## config.mk

```make
export PLATFORM = sky130hd
export DESIGN_NAME = encoder_pass_ctrl
export DESIGN_NICKNAME = d
export VERILOG_FILES = /design/src/rtl/enc_pkg.sv /design/src/rtl/ram_copy_engine.sv /design/src/rtl/encoder_pass_ctrl.sv
export SDC_FILE = /design/constraint.sdc
export NUM_CORES = 1
export LEC_CHECK = 0
export ABC_AREA = 1
export BUFFER_PORTS_ARGS = -buffer_cell sky130_fd_sc_hd__buf_2
export CORE_MARGIN = 4
export CORE_UTILIZATION = 45
export CTS_BUF_LIST = sky130_fd_sc_hd__clkbuf_2 sky130_fd_sc_hd__clkbuf_4 sky130_fd_sc_hd__clkbuf_8
export CTS_CLUSTER_DIAMETER = 80
export DETAILED_ROUTE_END_ITERATION = 12
export GPL_TIMING_DRIVEN = 1
export PLACE_DENSITY = 0.74
export SETUP_SLACK_MARGIN = 0.05
export SYNTH_ARGS = -nofsm -noshare
export SYNTH_HDL_FRONTEND = slang
export SYNTH_SLANG_ARGS = --single-unit
```

## constraint.sdc

```tcl
create_clock -name clk -period 3.1 [get_ports clk]
set_input_delay 0.31 -clock clk [delete_from_list [all_inputs] [get_ports clk]]
set_output_delay 0.31 -clock clk [all_outputs]
set_load 0.05 [all_outputs]
```

## src/rtl/enc_pkg.sv

```systemverilog
// ---------------------------------------------------------------------------
// enc_pkg
// Shared types and constants for the encoder pass controller.
//   enc_state_e  : controller FSM states
//   len_t        : word length in symbols (0 .. 2**PKG_ADDR_WIDTH inclusive)
//   SRAM_RD_LAT  : read latency of the input/output SRAMs, in cycles
// ---------------------------------------------------------------------------
package enc_pkg;

  localparam int unsigned PKG_ADDR_WIDTH = 4;

  // One extra bit so a full 2**PKG_ADDR_WIDTH word length is representable.
  typedef logic [PKG_ADDR_WIDTH:0] len_t;

  localparam int unsigned SRAM_RD_LAT = 1;

  typedef enum logic [2:0] {
    ST_IDLE      = 3'd0,
    ST_GRP_START = 3'd1,
    ST_GRP_WAIT  = 3'd2,
    ST_CHECK     = 3'd3,
    ST_COPY      = 3'd4,
    ST_DRAIN     = 3'd5,
    ST_FINISH    = 3'd6
  } enc_state_e;

endpackage : enc_pkg

```

## src/rtl/ram_copy_engine.sv

```systemverilog
// ---------------------------------------------------------------------------
// ram_copy_engine
// Streams output_ram[0..len-1] into input_ram[0..len-1]. One read address is
// issued per cycle; the matching write is issued SRAM_RD_LAT cycles later,
// when the read data is valid on output_ram.dout.
// Ports:
//   clk, rst  : clock, synchronous active-high reset
//   start     : 1-cycle launch; len is captured with it
//   len       : number of words to copy
//   raddr     : output_ram read address (holds at len-1 once reading ends)
//   waddr     : input_ram write address (raddr delayed by the read latency)
//   we        : input_ram write enable
//   rd_last   : final read address is being issued this cycle
//   last      : final write is being issued this cycle
// ---------------------------------------------------------------------------
module ram_copy_engine
  import enc_pkg::*;
#(
  parameter int unsigned ADDR_WIDTH = 4
) (
  input  logic                  clk,
  input  logic                  rst,
  input  logic                  start,
  input  logic [ADDR_WIDTH:0]   len,
  output logic [ADDR_WIDTH-1:0] raddr,
  output logic [ADDR_WIDTH-1:0] waddr,
  output logic                  we,
  output logic                  rd_last,
  output logic                  last
);

  localparam logic [ADDR_WIDTH:0] CNT_ONE = (ADDR_WIDTH + 1)'(1);

  logic [ADDR_WIDTH:0]   len_q;
  logic [ADDR_WIDTH:0]   rcnt_q;
  logic [ADDR_WIDTH:0]   rcnt_inc;
  logic                  rd_act_q;
  logic [SRAM_RD_LAT-1:0] we_pipe_q;
  logic [SRAM_RD_LAT-1:0] last_pipe_q;
  logic [ADDR_WIDTH-1:0] waddr_pipe_q [SRAM_RD_LAT];

  // The counter is one bit wider than the address so the comparison against
  // a full-depth length never wraps. A zero length still ends after one read
  // rather than hanging the sequencer.
  assign rcnt_inc = rcnt_q + CNT_ONE;
  assign rd_last  = rd_act_q && (rcnt_inc >= len_q);

  assign raddr = rcnt_q[ADDR_WIDTH-1:0];
  assign waddr = waddr_pipe_q[SRAM_RD_LAT-1];
  assign we    = we_pipe_q[SRAM_RD_LAT-1];
  assign last  = last_pipe_q[SRAM_RD_LAT-1];

  // NOTE: sequential state uses non-blocking assignments so every flop samples
  // pre-edge values regardless of statement order.
  always_ff @(posedge clk) begin
    if (rst) begin
      len_q       <= '0;
      rcnt_q      <= '0;
      rd_act_q    <= 1'b0;
      we_pipe_q   <= '0;
      last_pipe_q <= '0;
      // NOTE: this address pipe is only SRAM_RD_LAT entries deep, so it is
      // reset like ordinary flops; a real storage array would not be.
      for (int i = 0; i < SRAM_RD_LAT; i++) begin
        waddr_pipe_q[i] <= '0;
      end
    end else begin
      if (start) begin
        len_q    <= len;
        rcnt_q   <= '0;
        rd_act_q <= 1'b1;
      end else if (rd_act_q) begin
        if (rd_last) begin
          rd_act_q <= 1'b0;
        end else begin
          rcnt_q <= rcnt_inc;
        end
      end

      // Write side trails the read side by the SRAM read latency.
      we_pipe_q[0]    <= rd_act_q;
      last_pipe_q[0]  <= rd_last;
      waddr_pipe_q[0] <= rcnt_q[ADDR_WIDTH-1:0];
      for (int i = 1; i < SRAM_RD_LAT; i++) begin
        we_pipe_q[i]    <= we_pipe_q[i-1];
        last_pipe_q[i]  <= last_pipe_q[i-1];
        waddr_pipe_q[i] <= waddr_pipe_q[i-1];
      end
    end
  end

endmodule : ram_copy_engine

```

## src/rtl/encoder_pass_ctrl.sv

```systemverilog
// ---------------------------------------------------------------------------
// encoder_pass_ctrl
// Sequences the grouper over repeated merge passes. Each pass that merges is
// followed by a copy of output_ram back into input_ram; the run ends when a
// pass merges nothing or MAX_PASSES passes have merged, and done pulses.
// Optional build macro:
//   ENC_CTRL_TIMEOUT_EN : watchdog on GRP_WAIT; after TIMEOUT_CYCLES without
//                         grp_done the run ends with err=1. Undefined: err=0
//                         and GRP_WAIT waits indefinitely.
// Ports:
//   clk, rst     : clock, synchronous active-high reset
//   start, len   : run request (accepted only in IDLE) and word length
//   busy, done   : run in progress / 1-cycle completion pulse
//   limit_hit    : with done, pass limit reached while still merging
//   err          : with done, grouper timeout
//   pass_cnt     : completed passes, held until the next start
//   grp_start    : launch one grouper pass
//   grp_done, grp_merged, grp_len : grouper pass result
//   copy_own     : controller owns the SRAM address/we muxes
//   copy_raddr, copy_waddr, copy_we : copy-phase SRAM controls
// ---------------------------------------------------------------------------
module encoder_pass_ctrl
  import enc_pkg::*;
#(
  parameter int unsigned ADDR_WIDTH     = 4,
  parameter int unsigned DATA_WIDTH     = 8,
  parameter int unsigned MAX_PASSES     = 8,
  parameter int unsigned TIMEOUT_CYCLES = 256
) (
  input  logic                              clk,
  input  logic                              rst,
  input  logic                              start,
  input  logic [ADDR_WIDTH:0]               len,
  output logic                              busy,
  output logic                              done,
  output logic                              limit_hit,
  output logic                              err,
  output logic [$clog2(MAX_PASSES+1)-1:0]   pass_cnt,
  output logic                              grp_start,
  input  logic                              grp_done,
  input  logic                              grp_merged,
  input  logic [ADDR_WIDTH:0]               grp_len,
  output logic                              copy_own,
  output logic [ADDR_WIDTH-1:0]             copy_raddr,
  output logic [ADDR_WIDTH-1:0]             copy_waddr,
  output logic                              copy_we
);

  localparam int unsigned         CNT_W   = $clog2(MAX_PASSES + 1);
  localparam logic [CNT_W-1:0]    CNT_ONE = CNT_W'(1);
  localparam logic [CNT_W-1:0]    CNT_MAX = CNT_W'(MAX_PASSES);
  localparam logic [ADDR_WIDTH:0] LEN_TWO = (ADDR_WIDTH + 1)'(2);

  enc_state_e          state_q, state_d;
  logic [ADDR_WIDTH:0] len_q;
  logic [CNT_W-1:0]    pass_cnt_q;
  logic                merged_q;
  logic                limit_q;
  logic                eng_start;
  logic                eng_rd_last;
  logic                eng_last;
  logic                wd_expire;

  // DATA_WIDTH sizes the external copy data path only; nothing here inspects
  // data. TIMEOUT_CYCLES matters only in watchdog builds.
  logic unused_cfg;
  assign unused_cfg = (DATA_WIDTH == 0) | (TIMEOUT_CYCLES == 0);

  // -------------------------------------------------------------------------
  // Grouper watchdog
  // -------------------------------------------------------------------------
`ifdef ENC_CTRL_TIMEOUT_EN
  localparam int unsigned      WD_W    = $clog2(TIMEOUT_CYCLES + 1);
  localparam logic [WD_W-1:0]  WD_ONE  = WD_W'(1);
  localparam logic [WD_W-1:0]  WD_LAST = WD_W'(TIMEOUT_CYCLES - 1);

  logic [WD_W-1:0] wd_q;
  logic            err_q;

  // Expiry fires on the last permitted GRP_WAIT cycle; a grp_done in that
  // same cycle still wins.
  assign wd_expire = (state_q == ST_GRP_WAIT) && !grp_done && (wd_q == WD_LAST);
  assign err       = err_q;

  always_ff @(posedge clk) begin
    if (rst) begin
      wd_q  <= '0;
      err_q <= 1'b0;
    end else begin
      wd_q <= (state_q == ST_GRP_WAIT) ? wd_q + WD_ONE : '0;
      if ((state_q == ST_IDLE) && start) begin
        err_q <= 1'b0;
      end else if (wd_expire) begin
        err_q <= 1'b1;
      end
    end
  end
`else
  assign wd_expire = 1'b0;
  assign err       = 1'b0;
`endif

  // -------------------------------------------------------------------------
  // Next-state and state-decoded outputs
  // -------------------------------------------------------------------------
  always_comb begin
    // NOTE: every signal gets a default before the case so no path leaves one
    // unassigned, which would infer a latch.
    state_d   = state_q;
    eng_start = 1'b0;
    busy      = (state_q != ST_IDLE);
    done      = 1'b0;
    grp_start = 1'b0;
    copy_own  = 1'b0;

    unique case (state_q)
      ST_IDLE: begin
        if (start) begin
          // A word shorter than two symbols cannot merge; finish immediately.
          state_d = (len < LEN_TWO) ? ST_FINISH : ST_GRP_START;
        end
      end
      ST_GRP_START: begin
        grp_start = 1'b1;
        state_d   = ST_GRP_WAIT;
      end
      ST_GRP_WAIT: begin
        if (grp_done) begin
          state_d = ST_CHECK;
        end else if (wd_expire) begin
          state_d = ST_FINISH;
        end
      end
      ST_CHECK: begin
        // No merge means input_ram already holds the final word.
        if (merged_q) begin
          eng_start = 1'b1;
          state_d   = ST_COPY;
        end else begin
          state_d = ST_FINISH;
        end
      end
      ST_COPY: begin
        copy_own = 1'b1;
        if (eng_rd_last) begin
          state_d = ST_DRAIN;
        end
      end
      ST_DRAIN: begin
        copy_own = 1'b1;
        if (eng_last) begin
          state_d = limit_q ? ST_FINISH : ST_GRP_START;
        end
      end
      ST_FINISH: begin
        done    = 1'b1;
        state_d = ST_IDLE;
      end
      default: begin
        state_d = ST_IDLE;
      end
    endcase
  end

  // -------------------------------------------------------------------------
  // State, length, pass counter and result flags
  // -------------------------------------------------------------------------
  always_ff @(posedge clk) begin
    if (rst) begin
      state_q    <= ST_IDLE;
      len_q      <= '0;
      pass_cnt_q <= '0;
      merged_q   <= 1'b0;
      limit_q    <= 1'b0;
    end else begin
      state_q <= state_d;

      if ((state_q == ST_IDLE) && start) begin
        len_q      <= len;
        pass_cnt_q <= '0;
        limit_q    <= 1'b0;
      end

      if ((state_q == ST_GRP_WAIT) && grp_done) begin
        merged_q   <= grp_merged;
        pass_cnt_q <= pass_cnt_q + CNT_ONE;
        if (grp_merged) begin
          len_q <= grp_len;
        end
      end

      // The limiting pass still gets its copy; DRAIN then ends the run.
      if ((state_q == ST_CHECK) && merged_q && (pass_cnt_q == CNT_MAX)) begin
        limit_q <= 1'b1;
      end
    end
  end

  assign pass_cnt  = pass_cnt_q;
  assign limit_hit = limit_q;

  // -------------------------------------------------------------------------
  // Copy datapath: output_ram -> input_ram
  // -------------------------------------------------------------------------
  ram_copy_engine #(
    .ADDR_WIDTH (ADDR_WIDTH)
  ) u_copy (
    .clk     (clk),
    .rst     (rst),
    .start   (eng_start),
    .len     (len_q),
    .raddr   (copy_raddr),
    .waddr   (copy_waddr),
    .we      (copy_we),
    .rd_last (eng_rd_last),
    .last    (eng_last)
  );

endmodule : encoder_pass_ctrl

```

==> flow_summary.json, run 1 <==
{
  "clock-sinks": 31,
  "grt_usage_pct": 15.5,
  "slew_viol_final": 0,
  "outcome": "completed",
  "clockPowerShare_pct": 20.0,
  "post_cts_resize_count": 0,
  "drt_iter0_markers": 73,
  "yosysSeqAreaShare_pct": 40.3,
  "hpwlAfterDp_um": 2330,
  "grt_pass1_wl_um": 5240,
  "num_io_pins": 34,
  "vias": 1381,
  "synth_mux_area_share_pct": 0,
  "r2r_slack_ns": 0.85,
  "die_area_um2": 4430,
  "p_leak_nw": 0.865,
  "gp_congestion": 0.868,
  "final_layout_size_suffix_gt1_share_pct": 21.2,
  "synthAdderAreaFrac_pct": 6.49,
  "cp_data_arrival_time_ns": 2.47,
  "finalSetupTns_ns": 0,
  "io_buffer_count": 32,
  "grt_max_degree": 16,
  "seqPwrFrac_pct": 41.0,
  "critPathKind": "register to register",
  "core_um2": 3150,
  "holdPathStages": 3,
  "switching_share_pct": 43.3,
  "synth_compound_area_share_pct": 15.4,
  "post_layout_nonfiller_instances": 285,
  "ir_drop_v": 0.000301,
  "initial_core_util_pct": 48.9,
  "cts_root_buffer": "clkbuf_4",
  "synth_cell_types": 27,
  "yosys.area_share.xor_xnor_pct": 1.70,
  "cp-end-kind": "register",
  "min_from": "len[0]",
  "clkLatencyLatePin_ns": 0.33,
  "period_minus_slack_ns": 2.25,
  "finalWirelength_um": 3050,
  "cts_setup_buffers": 0,
  "worstHoldEndpoint": "len_q[0]$_SDFF_PP0_",
  "regToRegEndpoint": "u_copy.rcnt_q[0]$_SDFFE_PP0P_",
  "overflow": 0,
  "fillers": 328,
  "power_w": 0.00119,
  "intPower_w": 0.000674,
  "insertedDiodeCount": 0,
  "power_density_nw_per_um2": 681,
  "wire_per_inst_um": 10.7,
  "synthSimpleGateAreaFrac_pct": 23.6,
  "die_w_um": 66.5,
  "synth_seq_cells": 31,
  "postCtsHoldBufs": 0,
  "path_clk_slew_ns": 0.09,
  "synth_top_family_by_area": "simple AND/OR/NAND/NOR gates",
  "via_per_inst": 4.85,
  "hold_path_class": "primary input to register",
  "synth_area_leaders": "dfxtp_1, nand2_1, inv_1",
  "worst_r2r_path_depth": 9,
  "combPwrFrac_pct": 39.0,
  "syn_area_um2": 1540,
  "rsz0062_at_grt": "false",
  "post-route-drc-count": 0,
  "cp.required_ns": 3.32,
  "cts_tree": "built",
  "fp.dieH_um": 66.5,
  "postSynthCellCount": 211,
  "worstPathMaxFanout": 10,
  "grt_pass1_vias": 1277,
  "rows": 20,
  "synth-warning-count": 0,
  "area_growth_syn_to_layout_pct": 13.2,
  "avgSynthCellArea_um2": 7.31,
  "cts_inserted_buffers": 5,
  "antenna_found_initial": 0,
  "power_switching_w": 0.000515,
  "synth_top_cell_area_share_pct": 40.3,
  "fmax_ghz": 0.445,
  "finalSetupViolations": 0,
  "dpl.cell_count": 277,
  "r2r-start": "u_copy.rcnt_q[0]$_SDFFE_PP0P_",
  "start_kind": "register",
  "cts_buffer_depth": 2,
  "hold_violations": 0,
  "fin_worst_skew_ns": 0.00461,
  "fin_crit_sh_pct": 72.5,
  "firstDrtPassIters": 4,
  "nets": 263,
  "cap_violations": 0,
  "drtAntennaViolNets": 0,
  "cts-htree-levels": 2,
  "synth.net_count": 234,
  "synth_top_area_cell": "dfxtp_1"
}
## cell type report
type	instances	area (um2)	share of cell area, %
Tap cell	44	55.1	3.15
Clock inverter	1	5.00	0.287
Inverter	32	120	6.88
Timing Repair Buffer	32	160	9.18
Multi-Input combinational cell	138	732	41.9
Clock buffer	7	52.6	3.01
Sequential cell	31	621	35.6
## stage by stage
| stage | cell area, um2 | setup slack [ns] | hold slack [ns] | utilization [%] |
|---|---|---|---|---|
| floorplan | 1540 | 1.15 | 0.379 | - |
| global route | 1750 | 0.629 | 0.226 | 55.4 |
| finish | 1750 | 0.852 | 0.236 | 55.4 |
| global placement | 1690 | 0.973 | 0.443 | 53.5 |
| detailed placement | 1690 | 0.867 | 0.438 | 53.5 |
| CTS | 1750 | 0.847 | 0.224 | 55.4 |
## registers in the layout, summed over array words and instances (netlist names)
register and flops:
len_q 5, limit_hit 1, merged_q 1, pass_cnt 4, state_q 3, u_copy.last 1, u_copy.len_q 5, u_copy.rcnt_q 5
u_copy.rd_act_q 1, u_copy.waddr_pipe_q 4, u_copy.we 1
## worst max-delay path, cell delays in order, from the launching register on
cell and delay (ns):
dfxtp_1 0.41, ha_1 0.21, nand3_1 0.11, xor2_1 0.19
inv_1 0.07, ha_1 0.28, a21oi_1 0.18, nand4_1 0.34
o21ai_0 0.29, a21oi_1 0.06
## power groups by stage
| stage | clock, W | sequential (W) | combinational, W |
|---|---|---|---|
| floorplan | 0 | 0.000480 | 0.000393 |
| global placement | 0 | 0.000495 | 0.000460 |
| detailed placement | 0 | 0.000494 | 0.000464 |
| CTS | 0.000246 | 0.000486 | 0.000466 |
| global route | 0.000266 | 0.000493 | 0.000518 |
| finish | 0.000238 | 0.000487 | 0.000464 |
## placed cells by master (no fill, tap or decap)
cell type and n:
nand2_4 1, nor2_2 2, nand3_1 10, a211oi_1 1, buf_2 32, inv_2 5, nor3_4 1, a31oi_1 6
o21ai_0 13, a21oi_1 19, nand4_1 4, inv_1 27, dfxtp_1 31, nor3_1 2, nand2_2 1, nand2_1 42
ha_1 8, nor2_4 1, clkinv_2 1, o21a_1 1, nor2_1 17, xor2_1 3, o21ai_1 5, conb_1 1
clkbuf_4 7
## worst max path at each step
stage,startpoint,slack (ns),to
3_5_place_dp,u_copy.rcnt_q[0]$_SDFFE_PP0P_,0.87,u_copy.rcnt_q[2]$_SDFFE_PP0P_
2_1_floorplan,u_copy.rcnt_q[0]$_SDFFE_PP0P_,1.15,u_copy.rcnt_q[0]$_SDFFE_PP0P_
5_1_grt,u_copy.rcnt_q[0]$_SDFFE_PP0P_,0.63,u_copy.rcnt_q[4]$_SDFFE_PP0P_
3_3_place_gp,u_copy.rcnt_q[0]$_SDFFE_PP0P_,0.97,u_copy.rcnt_q[2]$_SDFFE_PP0P_
6_report,u_copy.rcnt_q[0]$_SDFFE_PP0P_,0.85,u_copy.rcnt_q[0]$_SDFFE_PP0P_
4_1_cts,u_copy.rcnt_q[0]$_SDFFE_PP0P_,0.85,u_copy.rcnt_q[2]$_SDFFE_PP0P_
## layer usage
layer  GRT usage [%]  part of all wire (%)  routed length (um)  up-vias
li1                -                     -                   -      735
met4            8.38                   1.6                  50        0
met3            4.38                   6.2                 190        6
met1            18.7                    49                1490      604
met2            24.8                    43                1320       36
met5               0                     0                   0        -
## cells in the mapped netlist
cell type  number
nor2_1         17
nand2_2         1
a31oi_1         6
inv_2           5
conb_1          1
buf_2           1
nor2_4          1
nand2_4         1
buf_6           1
xor2_1          3
o21ai_1         5
buf_1           1
o21a_1          1
nand2_1        42
o21ai_0        13
ha_1            8
nand4_1         4
a21oi_1        19
dfxtp_1        31
clkbuf_1        1
nor2_2          2
nor3_1          2
buf_4           6
nor3_4          1
nand3_1        10
a211oi_1        1
inv_1          27
## logic make-up after synthesis
family | count (synthesis)
other cells | 1
xor+xnor | 3
buf+inv | 42
compound gates | 45
fa+ha+maj | 8
simple gates | 81
flops | 31
Power figures use the tool's default switching activity.
==> run 2, diff against run 1 <==
- PLACE_DENSITY: 0.74 -> 0.77
- clock period: 3.1 -> 1.9 ns (I/O delays scaled with it)
==> run 2 against run 1 <==
  * Fmax is 20% higher
  * Non-clock buffer count up 8
  * Flip-flop and latch count is the same
  * Power increased by 61%
  * Critical path depth did not move
  * Sequential share of layout area shrank 2.0 points
  * Final area up 6.9%
  * Critical path type unchanged
  * Largest cell class unchanged
==> flow_summary.json, run 2 (synthesis results as in run 1) <==
{
  "die_w_um": 66.5,
  "hold_violations": 0,
  "cts_inserted_buffers": 5,
  "switching_share_pct": 43.8,
  "core_um2": 3150,
  "cts_buffer_depth": 2,
  "io_buffer_count": 32,
  "insertedDiodeCount": 0,
  "cts_root_buffer": "clkbuf_4",
  "overflow": 0,
  "die_area_um2": 4430,
  "final_layout_size_suffix_gt1_share_pct": 29.1,
  "path_clk_slew_ns": 0.09,
  "path_delay_family": "flip-flops",
  "min_from": "len[0]",
  "crit_chain": "buf_4, xor2_1, ha_1, nand2_1, nor2_1, nand2_1, nand4_1, buf_2, a21oi_1",
  "firstDrtPassIters": 4,
  "seqPwrFrac_pct": 41.4,
  "ir_drop_v": 0.000617,
  "fmax_ghz": 0.532,
  "critPathKind": "register to register",
  "clockPowerShare_pct": 18.5,
  "layout_setup_ws_ns": 0.0207,
  "fin_util_pct": 59.2,
  "cp_data_arrival_time_ns": 2.13,
  "p_leak_nw": 0.891,
  "cts-htree-levels": 2,
  "power_density_nw_per_um2": 1030,
  "grt_usage_pct": 16.2,
  "slew_viol_final": 0,
  "grt_max_degree": 16,
  "fin_crit_sh_pct": 98.9,
  "nets": 271,
  "post-place-ws_ns": -0.0360,
  "clkLatencyLatePin_ns": 0.33,
  "finalWirelength_um": 3260,
  "cap_violations": 0,
  "post-route-drc-count": 0,
  "period_minus_slack_ns": 1.88,
  "cp-end-kind": "register",
  "worstPathMaxFanout": 5,
  "wire_per_inst_um": 11.2,
  "crit_top_cell": "nand2_1",
  "finalSetupViolations": 0,
  "antenna_found_initial": 0,
  "cts_tree": "built",
  "drtAntennaViolNets": 0,
  "fp.dieH_um": 66.5,
  "gp_congestion": 0.877,
  "cpPeakStageDelay_ns": 0.42,
  "grt_pass1_vias": 1305,
  "fin_worst_skew_ns": 0.00560,
  "area_growth_syn_to_layout_pct": 21.0,
  "power_w": 0.00191,
  "combPwrFrac_pct": 40.1,
  "postCtsHoldBufs": 0,
  "drt_iter0_markers": 46,
  "r2r-start": "u_copy.rcnt_q[2]$_SDFFE_PP0P_",
  "start_kind": "register",
  "rows": 20,
  "rsz0062_at_grt": "true",
  "intPower_w": 0.00108,
  "cp.required_ns": 2.15,
  "hold_path_class": "primary input to register",
  "outcome": "completed",
  "startpoint": "u_copy.rcnt_q[2]$_SDFFE_PP0P_",
  "power_switching_w": 0.000837,
  "num_io_pins": 34,
  "vias": 1432,
  "hpwlAfterDp_um": 2390,
  "via_per_inst": 4.92,
  "initial_core_util_pct": 48.9,
  "critPathSlowestCell": "dfxtp_1",
  "reg_top3": "len_q: 5 flops, u_copy.len_q: 5 flops, u_copy.rcnt_q: 5 flops",
  "clock-sinks": 31,
  "crit_buf_inv": 2,
  "final_common_cell": "nand2_1",
  "grt_pass1_wl_um": 5420,
  "mostFrequentLayoutCells": "nand2_1, buf_2, dfxtp_1, inv_1, a21oi_1"
}
run 2: layout make-up:
| class | count | area, um2 |
|---|---|---|
| fillers | 325 | 1290 |
| multi-input cells | 138 | 798 |
| flip-flops and latches | 31 | 626 |
| repair buffers | 40 | 221 |
| inverters | 32 | 120 |
| well taps | 44 | 55.1 |
| clock buffers | 6 | 45.0 |
run 2: timing repair:
item	CTS	global route
setup endpoints to repair	8	9
endpoints found under the hold margin	0	0
pin swaps	9	5
resized for setup	6	6
setup buffers	1	1
cloned	1	0
run 2: power groups by stage:
stage               Sequential (W)  Clock (W)  Combinational, W
floorplan                 0.000782          0          0.000641
global placement          0.000807          0          0.000750
detailed placement        0.000804          0          0.000755
CTS                       0.000790   0.000366          0.000759
global route              0.000805   0.000393          0.000861
finish                    0.000791   0.000354          0.000768
run 2: worst paths after layout:
kind	endpoint	slack, ns	depth (start not counted)
worst max-delay path	u_copy.rcnt_q[0]$_SDFFE_PP0P_	0.02	9
worst max register to register	u_copy.rcnt_q[0]$_SDFFE_PP0P_	0.02	9
worst min-delay path	len_q[0]$_SDFF_PP0_	0.12	3
worst min register to register	u_copy.we$_SDFF_PP0_	0.45	2
run 2: stage by stage:
stage                     instance area [um2]  hold WS (ns)  setup TNS, ns  cells
after floorplan                          1560         0.259              0    211
after global placement                   1750         0.438              0    282
after detailed placement                 1750         0.449        -0.0699    282
after CTS                                1830         0.108              0    290
after global routing                     1870         0.136         -0.385    291
final                                    1870         0.124              0    291
run 2: tightest hold or removal path: stages:
cell	delay, ns
buf_2	0.10
nand2_1	0.05
a31oi_1	0.07
run 2: routing by layer:
layer / track usage (%) / wire, um / vias to the layer above / share of wire, %
met1: 18.7 / 1430 / 638 / 44
met4: 8.38 / 68 / 0 / 2.1
met5: 0 / 0 / - / 0
met2: 27.5 / 1560 / 36 / 48
li1: - / - / 749 / -
met3: 4.05 / 199 / 9 / 6.1
